`config.mk`:
```
export PLATFORM = sky130hd
export DESIGN_NAME = pipe_hazard_ctrl
export DESIGN_NICKNAME = d
export VERILOG_FILES = /design/src/rtl/pipe_hazard_ctrl.sv
export SDC_FILE = /design/constraint.sdc
export NUM_CORES = 1
export LEC_CHECK = 0
export BUFFER_PORTS_ARGS = -buffer_cell sky130_fd_sc_hd__buf_4
export CAP_MARGIN = 15
export CORE_UTILIZATION = 41
export DETAILED_ROUTE_END_ITERATION = 10
export GPL_TIMING_DRIVEN = 0
export PLACE_DENSITY_LB_ADDON = 0.12
export RECOVER_POWER = 25
export REMOVE_ABC_BUFFERS = 1
export SLEW_MARGIN = 30
export SYNTH_ARGS = -nofsm -noshare
export SYNTH_HDL_FRONTEND = slang
export SYNTH_SLANG_ARGS = --single-unit
```
`constraint.sdc`:
```
create_clock -name clk -period 2 [get_ports clk]
set_input_delay 0.2 -clock clk [delete_from_list [all_inputs] [get_ports clk]]
set_output_delay 0.2 -clock clk [all_outputs]
set_load 0.05 [all_outputs]
```
`src/rtl/pipe_hazard_ctrl.sv`:
```
// Pipeline hazard controller: operand forwarding, load-use and branch handling,
// multi-cycle mul/div and memory-wait freezes, plus a saturating stall counter.
module pipe_hazard_ctrl (
    input  logic        clk,
    input  logic        reset,
    input  logic [4:0]  rs1_D,
    input  logic [4:0]  rs2_D,
    input  logic [4:0]  rs1_E,
    input  logic [4:0]  rs2_E,
    input  logic [4:0]  rd_E,
    input  logic [4:0]  rd_M,
    input  logic [4:0]  rd_W,
    input  logic        regWrite_M,
    input  logic        regWrite_W,
    input  logic        load_E,
    input  logic        pcSrc_E,
    input  logic        md_E,
    input  logic        mdDone,
    input  logic        memReq_M,
    input  logic        memReady,
    output logic        stall_F,
    output logic        stall_D,
    output logic        stall_E,
    output logic        stall_M,
    output logic        flush_D,
    output logic        flush_E,
    output logic        flush_M,
    output logic        flush_W,
    output logic [1:0]  forwardA_E,
    output logic [1:0]  forwardB_E,
    output logic        mdGo,
    output logic [15:0] stallCycles
);

    typedef enum logic [1:0] {
        IDLE     = 2'd0,
        MD_WAIT  = 2'd1,
        MEM_WAIT = 2'd2
    } state_t;

    state_t      state_q, state_d;
    logic [15:0] stall_cnt_q, stall_cnt_d;
    logic        lw_stall_s;
    logic        mem_freeze_s;

    // M result beats W result; x0 is never forwarded
    function automatic logic [1:0] fwd_sel(input logic [4:0] rs,
                                           input logic [4:0] rdm, input logic wem,
                                           input logic [4:0] rdw, input logic wew);
        logic [1:0] sel;
        if (wem && (rdm != 5'd0) && (rdm == rs)) begin
            sel = 2'b10;
        end else if (wew && (rdw != 5'd0) && (rdw == rs)) begin
            sel = 2'b01;
        end else begin
            sel = 2'b00;
        end
        return sel;
    endfunction

    assign lw_stall_s   = load_E && (rd_E != 5'd0) && ((rd_E == rs1_D) || (rd_E == rs2_D));
    assign mem_freeze_s = memReq_M && !memReady;

    // Next state and all control outputs; reset forces everything quiet
    always_comb begin
        state_d    = state_q;
        stall_F    = 1'b0;
        stall_D    = 1'b0;
        stall_E    = 1'b0;
        stall_M    = 1'b0;
        flush_D    = 1'b0;
        flush_E    = 1'b0;
        flush_M    = 1'b0;
        flush_W    = 1'b0;
        mdGo       = 1'b0;
        forwardA_E = 2'b00;
        forwardB_E = 2'b00;
        if (reset) begin
            state_d = IDLE;
        end else begin
            forwardA_E = fwd_sel(rs1_E, rd_M, regWrite_M, rd_W, regWrite_W);
            forwardB_E = fwd_sel(rs2_E, rd_M, regWrite_M, rd_W, regWrite_W);
            case (state_q)
                IDLE: begin
                    if (mem_freeze_s) begin
                        {stall_F, stall_D, stall_E, stall_M} = 4'b1111;
                        flush_W = 1'b1;
                        state_d = MEM_WAIT;
                    end else if (md_E) begin
                        {stall_F, stall_D, stall_E} = 3'b111;
                        flush_M = 1'b1;
                        mdGo    = 1'b1;
                        state_d = MD_WAIT;
                    end else if (pcSrc_E) begin
                        flush_D = 1'b1;
                        flush_E = 1'b1;
                    end else if (lw_stall_s) begin
                        stall_F = 1'b1;
                        stall_D = 1'b1;
                        flush_E = 1'b1;
                    end else begin
                        state_d = IDLE;
                    end
                end
                MD_WAIT: begin
                    // M holds a bubble here, so memory requests cannot occur
                    if (mdDone) begin
                        state_d = IDLE;
                    end else begin
                        {stall_F, stall_D, stall_E} = 3'b111;
                        flush_M = 1'b1;
                    end
                end
                MEM_WAIT: begin
                    if (mem_freeze_s) begin
                        {stall_F, stall_D, stall_E, stall_M} = 4'b1111;
                        flush_W = 1'b1;
                    end else begin
                        state_d = IDLE;
                    end
                end
                default: begin
                    state_d = IDLE;
                end
            endcase
        end
    end

    // Stall cycle counter, saturating at all-ones
    always_comb begin
        stall_cnt_d = stall_cnt_q;
        if (reset) begin
            stall_cnt_d = 16'd0;
        end else if (stall_F && (stall_cnt_q != 16'hFFFF)) begin
            stall_cnt_d = stall_cnt_q + 16'd1;
        end else begin
            stall_cnt_d = stall_cnt_q;
        end
    end

    // State and counter registers
    always_ff @(posedge clk) begin
        state_q     <= state_d;
        stall_cnt_q <= stall_cnt_d;
    end

    assign stallCycles = stall_cnt_q;

endmodule

```
Word level (Yosys, flattened, before mapping)
Cells that the tools add are included.
Storage, ports and cells
  flip-flop bits (word level): 18
  bits of input ports: 45
  output and inout port bits: 29
  logic and storage cells: 76
Cells by class
  add/subtract/negate cells: 1
  eq/ne operators: 13
  mux-type cells: 42
  reductions and logical operators: 18
Operators by type and width (count)
  5-bit equality test: 6
  1-bit two-way mux: 28
  2-bit two-way mux: 10
  16-bit by 1-bit adder with 16-bit output, second input constant: 1
  16-bit != test, second input constant: 1
  5-bit nonzero test: 3
  1-bit logical AND: 10
  4-bit != test, second input constant: 2
  1-bit case mux with 3 select lines: 2
  2-bit case mux with 3 select lines: 1
  2-bit != test, second input constant: 2
  4-bit AND reduction: 1
  2-bit by 1-bit equality test with 1-bit output, second input constant: 1
  2-bit equality test, second input constant: 1
  2-bit zero test: 1
  1-bit case mux with 2 select lines: 1
  2-bit OR reduction: 1
  1-bit zero test: 1
  1-bit logical OR: 1

Logic depth before layout (Yosys ltp)
  word-level depth: 10
  gate-level depth with buffers: 9
  mapped depth without buffers: 7

Worst setup path after synthesis
OpenSTA, ideal clock, no wires.
  kind: input to output
  start: input port rd_M[1]
  end: output port forwardA_E[0]
  data arrival time: 2.670 ns
  required time: 1.800 ns
  slack: -0.870 ns
  stages on the path: 4
  buffers on the path: 0
  cell sequence: or4_1 o21ai_0 nor3_1 nor4_1
On the way
  cells in the longest elaborated chain, start to end: 5
  elaborated cells on any way between the ends: 6
  classes of those cells: eq/ne (1); mux (2); reduce/logical (3)
Ends and longest elaborated chain
  start, declared: RTL line 11  | input logic [4:0] rd_M,
  5-bit nonzero test: RTL line 51  | if (wem && (rdm != 5'd0) && (rdm == rs)) begin
  1-bit logical AND: RTL line 51
  1-bit logical AND *: RTL line 51
  2-bit two-way mux *: RTL line 51
  2-bit two-way mux *: RTL line 78  | if (reset) begin
  end, declared: RTL line 29  | output logic [1:0] forwardA_E,
Every way passes the cells marked *; elsewhere a longest branch is shown, timed or not.

Worst setup path in the final report
  start: register stall_cnt_q[3] (netlist: stallCycles[3])
  end: register stall_cnt_q[1] (netlist: stallCycles[1])
On the way
  cells in the longest elaborated chain, start to end: 2
Ends and longest elaborated chain
  start, declared: RTL line 42  | logic [15:0] stall_cnt_q, stall_cnt_d;
  start signal, assigned: RTL line 144  | stall_cnt_q <= stall_cnt_d;
  16-bit != test: RTL line 134  | end else if (stall_F && (stall_cnt_q != 16'hFFFF)) begin
  1-bit logical AND: RTL line 134
No other way between the ends.
A chain may end at the register's enable or synchronous reset.

==> flow_summary.ini <==
[timing]
setup_ws_ns = -0.0414
setup-violations-final = 6
hold-worst-slack_ns = 0.194
finalMaxSlewViolations = 0
clock.fmax_ghz = 0.490
tightest_slew_ns = 0.563
post-route-period-util = 1.02
fin_tns_setup_ns = -0.114
hold_viol_final = 0
rsz0062_at_grt = yes
min_period_ns = 2.04
finClkSkew_ns = 0.00277
worst_slew_margin_rel = 0.624

[synth]
synth_top_area_frac = 0.258
synth_area_per_cell_um2 = 7.93
synthTopCellsByArea = dfxtp_1, xor2_1, or4_1
synth_cell_types = 37
syn_inst = 176
synth_ff_type = dfxtp_1
ys_seq_area_frac = 0.258
synth-edff-count = 0
synthArstFlopShare = 0
syn-cell-area_mm2 = 0.00140
yosys.area.top_type = dfxtp_1
yosysMostFrequentCell = xor2_1
yosys-top-cells-count = xor2_1, dfxtp_1, a21oi_1, or4_1
yosysWarnings = 0
synth-seq-cells = 18

[cells_and_area]
utilization = 0.735
drive_gt1_frac = 0.509
final_nets = 314
regArea_um2 = 407
nFillCells = 272
syn_to_final_growth_pct = 65.9
antenna_cells = 0
multi_input_area_mm2 = 0.00111

[critical_path]
critPathArrivalTime_ns = 2.23
cp.required_ns = 2.19
rrSetupSlack_ns = -0.04
endpoint_kind = flop
cp_max_fo = 6
r2r-start = stallCycles[3]$_SDFFE_PP0P_
worstSetupPathType = flop to flop
r2r_cells = 7
r2r-end = stallCycles[1]$_SDFFE_PP0P_
start_kind = flop

[clocking]
clk_pin_slew_worst_paths_ns = 0.11
cts_tree = done
clock_path_buffers = 2
numCtsBuffers = 3
cts-htree-levels = 1
root_buffer = clkbuf_4
clock_latency_ns = 0.30
numClockSinks = 18

[min_path]
hp-start = mdDone
hold_path.class = primary input to flop
holdPathEnd = state_q[0]$_SDFFE_PP0P_
hold_depth = 3

[global_routing]
grt_overflow = 0
grt_pass1_vias = 1407
grt_pass1_wl_mm = 6.26
grt_usage = 0.228
antenna_found_initial = 0
grt_max_degree = 26

[route]
ant_nets = 0
wl_mm = 4.16
wl_met3_um = 261
first_pass_iters = 4
vias_per_cell = 5.37
wl_met2_mm = 2.13
wl_per_cell_um = 13.4
vias = 1670
top_layer_used = met4
detail_route.iter0.violations = 92
drt-met1-wl_mm = 1.74
drc = 0

[power]
irDropWorstVdd_v = 0.000282
p_per_area_mw_per_mm2 = 406
total_power_uw = 940
p_leak_uw = 0.000954

[placed_design]
gp_congestion = 0.755
dp_hpwl_mm = 2.78
port_buffers = 73

[status]
violations = negative setup slack
status = complete, but fails checks

[die]
io-pin-count = 74
rows = 20
start_util = 0.443
die_x_um = 60.4
core_mm2 = 0.00315
dieArea_mm2 = 0.00364
dieHeight_um = 60.4

[run]
maxCapViolCount = 0
==> worst max path at each step <==
| stage | from | to | slack (ns) |
|---|---|---|---|
| after CTS | stallCycles[4]$_SDFFE_PP0P_ | stallCycles[13]$_SDFFE_PP0P_ | -0.04 |
| after global placement | stallCycles[0]$_SDFFE_PP0P_ | stallCycles[13]$_SDFFE_PP0P_ | -0.41 |
| after floorplan | rd_M[1] | forwardA_E[0] | -0.87 |
| after global routing | stallCycles[3]$_SDFFE_PP0P_ | stallCycles[15]$_SDFFE_PP0P_ | -0.09 |
| final | stallCycles[3]$_SDFFE_PP0P_ | stallCycles[1]$_SDFFE_PP0P_ | -0.04 |
| after detailed placement | stallCycles[0]$_SDFFE_PP0P_ | stallCycles[10]$_SDFFE_PP0P_ | -0.43 |
==> per-stage QoR <==
| stage | cell area [um2] | instances | setup slack (ns) |
|---|---|---|---|
| detailed placement | 1950 | 287 | -0.426 |
| global placement | 1950 | 287 | -0.412 |
| global route | 2320 | 311 | -0.0939 |
| CTS | 2160 | 300 | -0.0443 |
| floorplan | 1350 | 170 | -0.870 |
| finish | 2320 | 311 | -0.0414 |
==> kinds of logic (layout without fill, tap and decap cells) <==
kind of cell	after synthesis	in the layout	share of synthesized area
flip-flops	18	18	0.258
XOR/XNOR	31	31	0.194
buffers and inverters	12	101	0.0484
multiplexers	4	4	0.0314
adder cells (fa/ha/maj)	1	1	0.00896
AO/OA/AOI/OAI	35	37	0.151
AND/OR/NAND/NOR	75	75	0.307
==> layout make-up <==
type,count,share of cell area
Multi-Input combinational cell,148,0.479
Tap cell,44,0.0238
Inverter,6,0.00972
Clock buffer,4,0.0157
Timing Repair Buffer,91,0.296
Sequential cell,18,0.175
==> report_power, final <==
part           leakage, uW  internal [uW]  total, uW  switching, uW
logic             0.000776            162        344            182
clock network    0.0000210            111        234            123
registers         0.000157            354        363           8.31
total             0.000954            627        940            313
==> worst max-delay path, stage by stage, from the launching register on <==
cell and delay, ns:
dfxtp_4 0.39, nand4_4 0.13, or4_4 0.56, or3b_4 0.28, o21a_4 0.19, buf_6 0.11, mux2i_2 0.21, nor2_1 0.07
==> what timing repair did <==
item	CTS	global route
endpoints found under the hold margin	0	0
endpoints found under the setup margin	15	15
pin swaps	5	5
cloned	2	0
resized for setup	29	25
hold buffers	0	0
buffers inserted	7	11
==> registers in the layout (all words and copies together) (netlist names) <==
signal / cells
stallCycles: 16
state_q: 2
==> per-layer routing <==
layer	vias up	global-route usage
li1	834	-
met1	777	0.287
met2	57	0.389
met3	2	0.0512
met4	0	0.0631
met5	-	0
==> layout by cell type (no fill, tap or decap), types with 3 or more instances in the layout <==
master     n
or3_1      6
buf_4     90
nor2_1    10
or4_4      4
nor3_1     8
nand3_1    6
xor2_1    21
clkbuf_4   3
o21ai_0    3
o31ai_1    5
nor4_1     4
o21ai_1    6
xnor2_1   10
a21oi_1   10
inv_1      6
dfxtp_4   10
nand4_1    3
nand2_1    9
nand2b_1   3
dfxtp_2    7
or4_1      8
(Power assumes the default switching activity.)
